### src/rtl/wavelet_readout_rx.sv
// wavelet_readout_rx: synchronises I/Q feedback streams, integrates fixed windows, buffers {I,Q,seq} results
module wavelet_readout_rx #(
  parameter int WIN_LOG2 = 8,
  parameter int SYNC_STAGES = 2,
  localparam int ACC_W = WIN_LOG2 + 2
) (
  input  logic                    clk_master,
  input  logic                    rst,
  input  logic                    en,
  input  logic                    div2out,
  input  logic [1:0]              read_out_I,
  input  logic [1:0]              read_out_Q,
  output logic                    out_valid,
  input  logic                    out_ready,
  output logic signed [ACC_W-1:0] out_I,
  output logic signed [ACC_W-1:0] out_Q,
  output logic [3:0]              out_seq,
  output logic                    overflow,
  output logic                    illegal,
  input  logic                    clear_flags
);
  localparam int E_W = 2 * ACC_W + 4;
  typedef enum logic [1:0] {IDLE, ARM, ACCUM} state_t;
  state_t state_q, state_d;
  logic [SYNC_STAGES-1:0][4:0] sync_q;
  logic div_prev_q;
  logic [WIN_LOG2-1:0] cnt_q, cnt_d;
  logic signed [ACC_W-1:0] acc_i_q, acc_i_d, acc_q_q, acc_q_d, dec_i, dec_q, sum_i, sum_q;
  logic [3:0] seq_q;
  logic [E_W-1:0] head_q, tail_q, entry;
  logic [1:0] fill_q;
  logic overflow_q, illegal_q;
  logic [4:0] s;
  logic pulse, acc_en, done, pop, push, drop, bad, clr;
  // strobe and data share one chain so they stay aligned
  assign s = sync_q[SYNC_STAGES-1];
  assign pulse = s[4] & ~div_prev_q;
  assign dec_i = s[3:2] == 2'b01 ? ACC_W'(1) : s[3:2] == 2'b10 ? '1 : '0;
  assign dec_q = s[1:0] == 2'b01 ? ACC_W'(1) : s[1:0] == 2'b10 ? '1 : '0;
  assign sum_i = acc_i_q + dec_i;
  assign sum_q = acc_q_q + dec_q;
  assign acc_en = en & (state_q == ACCUM) & pulse;
  assign done = acc_en & (&cnt_q);
  assign bad = acc_en & ((&s[3:2]) | (&s[1:0]));
  assign out_valid = fill_q != 2'd0;
  assign pop = out_valid & out_ready;
  assign push = done & (fill_q != 2'd2 | pop);
  assign drop = done & ~push;
  assign entry = {sum_i, sum_q, seq_q};
  assign clr = !en || state_q != ACCUM || done;
  assign out_I = head_q[E_W-1 -: ACC_W];
  assign out_Q = head_q[4 +: ACC_W];
  assign out_seq = head_q[3:0];
  assign overflow = overflow_q;
  assign illegal = illegal_q;
  always_comb begin
    state_d = !en ? IDLE : state_q == IDLE ? ARM : (state_q == ARM && pulse) ? ACCUM : state_q;
    cnt_d = (!en || state_q != ACCUM) ? '0 : acc_en ? cnt_q + 1'b1 : cnt_q;
    acc_i_d = clr ? '0 : acc_en ? sum_i : acc_i_q;
    acc_q_d = clr ? '0 : acc_en ? sum_q : acc_q_q;
  end
  always_ff @(posedge clk_master or posedge rst) begin
    if (rst) begin
      state_q <= IDLE;
      sync_q <= '0;
      div_prev_q <= 1'b0;
      cnt_q <= '0;
      acc_i_q <= '0;
      acc_q_q <= '0;
      seq_q <= '0;
      head_q <= '0;
      tail_q <= '0;
      fill_q <= '0;
      overflow_q <= 1'b0;
      illegal_q <= 1'b0;
    end else begin
      state_q <= state_d;
      sync_q <= {sync_q[SYNC_STAGES-2:0], div2out, read_out_I, read_out_Q};
      div_prev_q <= s[4];
      cnt_q <= cnt_d;
      acc_i_q <= acc_i_d;
      acc_q_q <= acc_q_d;
      seq_q <= seq_q + 4'(done);
      fill_q <= fill_q + 2'(push) - 2'(pop);
      if ((push && (fill_q == 2'd0 || (pop && fill_q == 2'd1))) || (pop && fill_q == 2'd2))
        head_q <= (pop && fill_q == 2'd2) ? tail_q : entry;
      if (push && ((fill_q == 2'd1 && !pop) || (fill_q == 2'd2 && pop)))
        tail_q <= entry;
      overflow_q <= drop | (overflow_q & ~clear_flags);
      illegal_q <= bad | (illegal_q & ~clear_flags);
    end
  end
endmodule

### config.mk
export PLATFORM = sky130hd
export DESIGN_NAME = wavelet_readout_rx
export DESIGN_NICKNAME = d
export VERILOG_FILES = /design/src/rtl/wavelet_readout_rx.sv
export SDC_FILE = /design/constraint.sdc
export NUM_CORES = 1
export LEC_CHECK = 0
export CAP_MARGIN = 40
export CORE_MARGIN = 3
export CORE_UTILIZATION = 53
export CTS_BUF_LIST = sky130_fd_sc_hd__clkbuf_4 sky130_fd_sc_hd__clkbuf_8 sky130_fd_sc_hd__clkbuf_16
export DETAILED_ROUTE_END_ITERATION = 16
export PLACE_DENSITY_LB_ADDON = 0.08
export SLEW_MARGIN = 20
export SYNTH_ARGS = -nofsm -noshare
export SYNTH_HDL_FRONTEND = slang
export SYNTH_SLANG_ARGS = --single-unit
### constraint.sdc
create_clock -name clk_master -period 3.1 [get_ports clk_master]
set_input_delay 0.62 -clock clk_master [delete_from_list [all_inputs] [get_ports clk_master]]
set_output_delay 0.62 -clock clk_master [all_outputs]
set_load 0.02 [all_outputs]
* Yosys cells after proc, flatten, opt, wreduce, memory -nomap -nowiden
Index checks and enable logic that the tools add are counted.
Word-level totals: register bits 97, output and inout port bits 27, word-level logic and storage cells 82
Cells by class: add/sub/neg operators 6, equal/unequal tests 11, multiplexer cells 14, bitwise gates (word level) 17, reductions and logical operators 21
Operators by type and width (number):
- two-way mux 10 bit | 8
- two-way mux 24 bit | 1
- adder 10 bit | 2
- two-way mux 8 bit | 2
- bitwise AND 1 bit | 10
- adder 8 x 1 -> 8 bit (second input constant) | 1
- == test 2 x 1 -> 1 bit (second input constant) | 4
- == test 2 bit (second input constant) | 4
- AND reduction 8 bit | 1
- logical AND 1 bit | 6
- two-way mux 2 bit | 3
- nonzero test 2 bit | 3
- logical OR 1 bit | 5
- adder 4 x 1 -> 4 bit | 1
- zero test 2 bit | 2
- inequality test 2 bit (second input constant) | 2
- OR 1 bit | 4
- AND reduction 2 bit | 2
- inequality test 3 x 1 -> 1 bit (second input constant) | 1
- NOT 1 bit | 3
- adder 2 x 1 -> 2 bit | 1
- zero test 1 bit | 2
- subtractor 2 x 1 -> 2 bit | 1

* Longest topological paths before layout
Gate-level depths: netlist (run 1).
depth after elaboration 8, gate-level depth with buffers 12, gate-level depth less buffers 11

* Worst setup path before layout (run 1)
Ideal clock, no wire load.
kind reg2reg, start point register sync_q (netlist bit s[0]), end point register acc_q_q[8], setup time 0.071 ns, arrival 2.349 ns, required time 3.029 ns, slack 0.680 ns, stages on the path, launching flop included 13, buffers on the path 2, period minus slack after synthesis 2.420 ns, cells stage by stage dfrtp_1 -> inv_1 -> ha_1 -> buf_6 -> buf_2 -> xor2_1 -> ha_1 -> nand4bb_1 -> nand4_1 -> a221oi_1 -> nor3_2 -> o221a_2 -> nor2_1
Between the ends: cells in the longest elaborated chain, start to end 6, elaborated cells on any way between the ends 7, those cells by class add/sub (1); eq/ne (2); mux (4)
Ends and longest elaborated chain:
- start, declared | RTL line 25 | logic [SYNC_STAGES-1:0][4:0] sync_q;
- start signal, assigned | RTL line 78 | sync_q <= {sync_q[SYNC_STAGES-2:0], div2out, read_out_I, read_out_Q};
- == test 2 bit | RTL line 39 | assign dec_q = s[1:0] == 2'b01 ? ACC_W'(1) : s[1:0] == 2'b10 ? '1 : '0;
- two-way mux 10 bit | RTL line 39
- two-way mux 10 bit (*) | RTL line 39
- adder 10 bit (*) | RTL line 41 | assign sum_q = acc_q_q + dec_q;
- two-way mux 10 bit (*) (2 in series) | RTL line 60 | acc_q_d = clr ? '0 : acc_en ? sum_q : acc_q_q;
- end signal, assigned | RTL line 82 | acc_q_q <= acc_q_d;
- end, declared | RTL line 28 | logic signed [ACC_W-1:0] acc_i_q, acc_i_d, acc_q_q, acc_q_d, dec_i, dec_q, sum_i, sum_q;
Every way passes the cells marked *; elsewhere a longest branch is shown, timed or not. The select of a mux whose other input is x is not followed. A chain may end at the register's enable or synchronous reset.

* Final worst setup path (run 1)
start point register sync_q (netlist bit s[0]), end point register tail_q[12]
Between the ends: cells in the longest elaborated chain, start to end 4, elaborated cells on any way between the ends 5, those cells by class add/sub (1); eq/ne (2); mux (2)
Ends and longest elaborated chain:
- == test 2 bit | RTL line 39
- two-way mux 10 bit | RTL line 39
- two-way mux 10 bit (*) | RTL line 39
- adder 10 bit (*) | RTL line 41
- end signal, assigned | RTL line 88 | tail_q <= entry;
- end, declared | RTL line 30 | logic [E_W-1:0] head_q, tail_q, entry;
Every way passes the cells marked *; elsewhere a longest branch is shown, timed or not.

==> results.md, run 1 <==
* Ys async rst share at 100%
* Initial antenna violation count at 0
* Core footprint at 8980 um^2
* Ratio of cells with drive above 1 in the final layout at 9.16%
* Post-Syn Nets at 530
* Largest cells by area after synthesis: dfrtp_1, nand2_1, ha_1
* Worst setup path class: reg -> reg
* Hpwl dp at 6980 um
* Final estimated routing congestion in global placement at 0.828
* Number of flops mapped to enable cells by yosys at 0
* Pwr/cell area at 391 nW/um^2
* Vias/cell at 5.67
* Tcrit/Tclk final at 83.6%
* Worst-skew pair later-pin latency at 0.36 ns
* Die Area at around 11000 um^2
* Final Worst Setup Slack at 0.508 ns
* Placed cells at ~650
* Crit start category: flip-flop
* Most common library cell in the layout ignoring fill and taps: dfrtp_1
* Distinct cells, synth at 74
* Worst relative slew slack at 62.5%
* Setup violators final at 0
* Leak at ~2.6 nW
* Avg Inst Size Synth at about 10 um^2
* Worst Path Required at 3.34 ns
* Sw Share at 25.6%
* Hold buffer count at cts at 0
* First-pass iteration count of the detailed router at 5
* Max IR drop VDD at 0.278 mV
* Global-route wire length before repair at 17700 um
* Predominant post-synthesis flop cell: dfrtp_1
* Post-Syn Instances at 505
* Minimum clock period at between 2 and 3 ns
* Area growth syn-to-layout at 11.5%
* Number of antenna diodes at 0
* Port-buffer cells at 36
* Final Max Slew Viols at 0
* CTS sink count at 97
* Post-CTS sizing at 0
* Psw at 0.000561 W
* Ys Warns at 0
* Max cap viols at 0
* Io pins at 37
* Antenna Violating Nets Remaining at 0
* Comb power frac at under 10%
* Clock tree from TritonCTS: yes
* Remaining DRCs at 0
* Die Y at 103 um
* Worst slew pin tran at 0.562 ns
* Post-Syn Area at 5030 um^2
* Synthesized flop and latch total at between 90 and 100
* Starting Density at 56.1%
* Pre-CTS setup slack at 0.315 ns
* Int Power at 0.00163 W
* Sequential-to-total area share from yosys stat at 48.2%
* Wirelength per Cell at ~16 um
* Maximum number of pins on one net before global-route repair at slightly below 100
* Post-Route WL at 10300 um
* Yosys top cell by area: dfrtp_1
* Gr usage total at about a fifth
* Max Fanout on Critical Path at 5
* Clock buffer depth at 2
* Clock transition at path regs at 0.10 ns
* FMAX at 386 MHz
* Total number of H-tree levels at 3
* Final hold slack at 0.345 ns
* Number of global-route vias before repair at 3668
* Total via count in the routed design at 3751
* Fin nets at 555
* Clock share of power at 34.3%
* Remaining Overflow, GRT at 0
* Top-area cell type share of the netlist area at 48.2%
* Commonest non-fill, non-tap cells in the layout: dfrtp_1, nand2_1, nor2_1
* Min-Delay Path Class: reg -> reg
* Initial drt markers at around 230
* FP Rows at 34
* Critical Path End Type: flip-flop
* Reg power frac at 58.7%
* Clock skew at 0.0154 ns
* RSZ-0062 raised after global routing: no
* CP arrival at 2.83 ns
* Num CTS Buffers at 9
* Root Driver: clkbuf_8
* Setup Buffers After CTS at 0
* Status: completed
* Non-Filler Instances at approximately 660
* Fillers at a little under 800
* Final-report hold violation count at 0
* Die W at 103 um
* Setup TNS Final at 0 ns
## registers in the layout, indices dropped and copies added (netlist names)
signal / cells
illegal: 1
acc_i_q: 10
sync_q: 5
div_prev_q: 1
fill_q: 2
overflow: 1
tail_q: 24
acc_q_q: 10
head_q: 24
cnt_q: 8
seq_q: 4
s: 5
state_q: 2
## cells in the mapped netlist, drive strengths merged, types with 3 or more instances
| master | number |
|---|---|
| nand3b | 5 |
| a31oi | 4 |
| nand4 | 8 |
| dfrtp | 97 |
| inv | 17 |
| o22ai | 11 |
| a22o | 10 |
| a21oi | 13 |
| nand2 | 82 |
| nor3 | 6 |
| a22oi | 17 |
| and3 | 4 |
| o21ai | 37 |
| nand3 | 7 |
| o31ai | 3 |
| nor4 | 3 |
| xnor2 | 20 |
| or3 | 4 |
| xor2 | 15 |
| nand4b | 4 |
| nand4bb | 3 |
| clkbuf | 12 |
| a211oi | 3 |
| ha | 15 |
| buf | 19 |
| nor2 | 42 |
| nor2b | 4 |
| and4b | 3 |
## power groups by stage
stage	Clock (W)	Combinational [W]	Sequential (W)
5_1_grt	0.000835	0.000172	0.00129
6_report	0.000753	0.000154	0.00129
4_1_cts	0.000773	0.000157	0.00129
3_3_place_gp	0	0.000153	0.00131
3_5_place_dp	0	0.000157	0.00131
2_1_floorplan	0	0.000111	0.00131
## layout make-up
cell class              instances  area, um^2  area share (%)
flip-flops and latches         97        2430            43.3
multi-input cells             360        2340            41.8
repair buffers                 45         440            7.85
well taps                     126         158            2.81
clock buffers                   9         124            2.21
inverters                      17        67.6            1.20
clock inverters                 7        51.3           0.914
## worst max-delay path, stage by stage (launching register included)
cell,delay (ns)
dfrtp_1,0.36
inv_1,0.06
ha_1,0.28
inv_1,0.04
ha_1,0.23
ha_1,0.25
nand4bb_1,0.10
nand4_1,0.24
a221oi_1,0.37
nor3_2,0.12
xnor2_1,0.33
o21ai_1,0.09
## final timing paths
path,cells after the start,to,startpoint,slack (ns)
worst min-delay path,0,s[3],sync_q[3],0.35
worst min register to register,0,s[3],sync_q[3],0.35
worst max register to register,11,tail_q[12],s[0],0.51
min in group asynchronous,3,head_q[17],rst,0.73
max in group asynchronous,3,s[1],rst,1.97
worst max-delay path,11,tail_q[12],s[0],0.51
## through the flow
| step | power [W] | utilization (%) | area (um^2) |
|---|---|---|---|
| floorplan | 0.00142 | - | 5040 |
| global placement | 0.00147 | 60.6 | 5440 |
| detailed placement | 0.00147 | 60.6 | 5440 |
| CTS | 0.00222 | 62.5 | 5610 |
| global route | 0.00230 | 62.5 | 5610 |
| finish | 0.00220 | 62.5 | 5610 |
## routing by layer
metal  vias up  part of all wire, %  GRT usage [%]
met4         0                 0.98           5.58
met2        58                   51           35.7
met1      1857                   45           28.1
met5         -                    0              0
met3         7                  2.9           3.69
li1       1829                    -              -
## logic make-up (layout without fill, tap and decap cells)
logic type               count (synthesis)  after routing  share of synthesized area (%)
adder cells (fa/ha/maj)                 15             15                           3.73
XOR/XNOR                                35             35                           6.09
buffers and inverters                   48             78                           5.22
multiplexers                             1              1                          0.199
flip-flops                              97             97                           48.2
AND/OR/NAND/NOR                        189            189                           19.8
AO/OA/AOI/OAI                          120            120                           16.8
Note: power is estimated with default switching activity, not from simulation.
==> inputs of run 2 (changes only) <==
Settings changed: CORE_UTILIZATION 53 to 55.
Clock period 3.1 ns to 2.5 ns, I/O delays scaled along.
==> results.md, run 2 (synthesized netlist as in run 1, its figures left out) <==
* Non-Filler Instances at 660 (-0.15%)
* R2R Path End: tail_q[10]
* Max Fanout on Critical Path at 5 (unchanged)
* Pwr/cell area at 485 nW/um^2 (+24%)
* First-pass iteration count of the detailed router at 4 (-1)
* Num CTS Buffers at 9 (unchanged)
* Most common library cell in the layout ignoring fill and taps: dfrtp_1
* Psw at 0.000734 W (+31%)
* Clock transition at path regs at 0.11 ns (about the same)
* Clock share of power at 35.9% (+1.6 points)
* Clock buffer depth at 2 (unchanged)
* Die W at 102 um (-1.7%)
* Final Max Slew Viols at 0 (unchanged)
* Area growth syn-to-layout at 15.5%
* Wirelength per Cell at 16.4 um (+5.2%)
* Fin nets at 572 (+3.1%)
* Global-route wire length before repair at 18100 um (+2.3%)
* Maximum number of pins on one net before global-route repair at 59 (-40%)
* Clock skew at 0.0183 ns (+0.00283 ns)
* Worst relative slew slack at 66.2% (+3.6 points)
* Fillers at 705 (-10%)
* Commonest non-fill, non-tap cells in the layout: dfrtp_1, nand2_1, nor2_1
* Final-report hold violation count at 0 (unchanged)
* Ratio of cells with drive above 1 in the final layout at 13.4% (+4.2 points)
* Setup violators final at 0 (unchanged)
* Comb power frac at 7.5% (+0.5 points)
* Status: completed
* Worst setup path class: reg -> reg
* Clock tree from TritonCTS: yes
* Final Cell Area at 5810 um^2 (+3.6%)
* Final Worst Setup Slack at 0.160 ns (-0.348 ns)
* CP arrival at 2.59 ns (-0.24 ns)
* Placed cells at 641 (-0.62%)
* Hpwl dp at 7290 um (+4.4%)
* Minimum clock period at 2.34 ns (-0.252 ns)
* Pre-CTS setup slack at 0.0259 ns (-0.289 ns)
* Post-Route WL at 10800 um (+5.0%)
* Max cap viols at 0 (unchanged)
* Reg power frac at 56.7% (-2.0 points)
* Dpl cell area at 5540 um^2 (+2.0%)
* Sw Share at 26.0% (+0.46 points)
* Worst reg-to-reg setup slack at 0.16 ns (-0.35 ns)
* Total via count in the routed design at 3850 (+2.6%)
* Port-buffer cells at 36 (unchanged)
* Vias/cell at 5.83 (+2.8%)
* Total number of H-tree levels at 3 (unchanged)
* Worst Path Required at 2.75 ns (-0.59 ns)
* Remaining Overflow, GRT at 0 (unchanged)
* Gr usage total at 22.1% (+1.0 points)
* Largest regs: head_q (24), tail_q (24)
* Root Driver: clkbuf_8
* Worst-skew pair later-pin latency at 0.38 ns (+0.02 ns)
* Min-Delay Path Class: in -> async
* Number of global-route vias before repair at 3703 (+0.95%)
* Int Power at 0.00209 W (+28%)
* Crit start category: flip-flop
* Die Area at 10300 um^2 (-3.4%)
* Initial antenna violation count at 0 (unchanged)
* R2r startpoint: s[0]
* Remaining DRCs at 0 (unchanged)
* Die Y at 102 um (-1.7%)
* Antenna Violating Nets Remaining at 0 (unchanged)
* Critical Path End Type: flip-flop
* CTS sink count at 97 (unchanged)
* Tcrit/Tclk final at 93.6% (+10 points)
* Max IR drop VDD at 0.348 mV (+25%)
* FMAX at 427 MHz (+11%)
* Number of antenna diodes at 0 (unchanged)
* FP Rows at 34 (unchanged)
* Core footprint at 8810 um^2 (-1.9%)
* Worst slew pin tran at 0.508 ns (-0.0546 ns)
* Finished Core Util at 66.0% (+3.5 points)
* Io pins at 37 (unchanged)
* R2r worst-path depth at 11 (unchanged)
* Starting Density at 57.2% (+1.1 points)
* Initial drt markers at 172 (-24%)
* Leak at 2.66 nW (+4.0%)
* Final estimated routing congestion in global placement at 0.956 (+15%)
[run 2: changes by cell type in the layout (fill, tap and decap cells not counted), sizes merged]
cell    delta
clkbuf     +1
inv        -1
buf       +17
[run 2: cell type report]
cell class	count	area, um^2	share of cell area [%]
sequential	97	2430	41.7
clock buffer	10	138	2.37
clock inverter	6	62.6	1.08
inverter	17	67.6	1.16
tap	108	135	2.32
timing repair buffer	62	597	10.3
multi-input combinational	360	2390	41.1
[run 2: metal layers]
| layer | global-route usage (%) | part of all wire (%) | routed length (um) | up-vias |
|---|---|---|---|---|
| met5 | 0 | 0 | 0 | - |
| met4 | 6.44 | 1.5 | 161 | 0 |
| met3 | 3.31 | 2.7 | 290 | 16 |
| met2 | 36.8 | 49 | 5350 | 62 |
| met1 | 30.1 | 46 | 5020 | 1914 |
| li1 | - | - | - | 1858 |
[run 2: through the flow]
stage	hold WS [ns]	power, W	setup TNS (ns)
after CTS	0.359	0.00284	0
after floorplan	0.331	0.00176	0
after global routing	0.369	0.00292	-0.0106
final	0.359	0.00282	0
after global placement	0.332	0.00183	0
after detailed placement	0.337	0.00183	0
[run 2: critical path, cell delays in order (launching register included)]
cell	delay [ns]
dfrtp_1	0.36
inv_1	0.06
ha_1	0.27
inv_1	0.04
ha_2	0.20
ha_2	0.21
nand4b_1	0.09
nand4_1	0.18
buf_4	0.21
a211oi_4	0.28
xnor2_1	0.20
o21ai_0	0.13
[run 2: worst max-delay path by stage]
| stage | depth (start not counted) | start | slack (ns) | to |
|---|---|---|---|---|
| finish | 11 | s[0] | 0.16 | tail_q[10] |
| CTS | 11 | s[0] | 0.02 | tail_q[10] |
| floorplan | 12 | s[0] | 0.08 | acc_q_q[8] |
| detailed placement | 11 | s[0] | 0.03 | tail_q[10] |
| global placement | 10 | en | 0.06 | fill_q[1] |
| global route | 9 | s[3] | -0.009 | acc_i_q[5] |
[run 2: repair_timing]
action,4_1_cts,5_1_grt
setup endpoints to repair,0,13
resized for setup,0,11
setup buffers,0,3
hold buffers,0,0
[run 2: power by group through the flow]
stage	registers, W	clock network, W	logic [W]
after floorplan	0.00162	0	0.000138
after global placement	0.00163	0	0.000201
after detailed placement	0.00163	0	0.000204
after CTS	0.00160	0.00103	0.000205
after global routing	0.00160	0.00109	0.000234
final	0.00160	0.00101	0.000211
==> inputs of run 3 (changes only) <==
Settings changed: CTS_CLUSTER_SIZE set to 14.
==> results of run 3 <==
Final layout, timing and power as in run 2 (identical DEF).
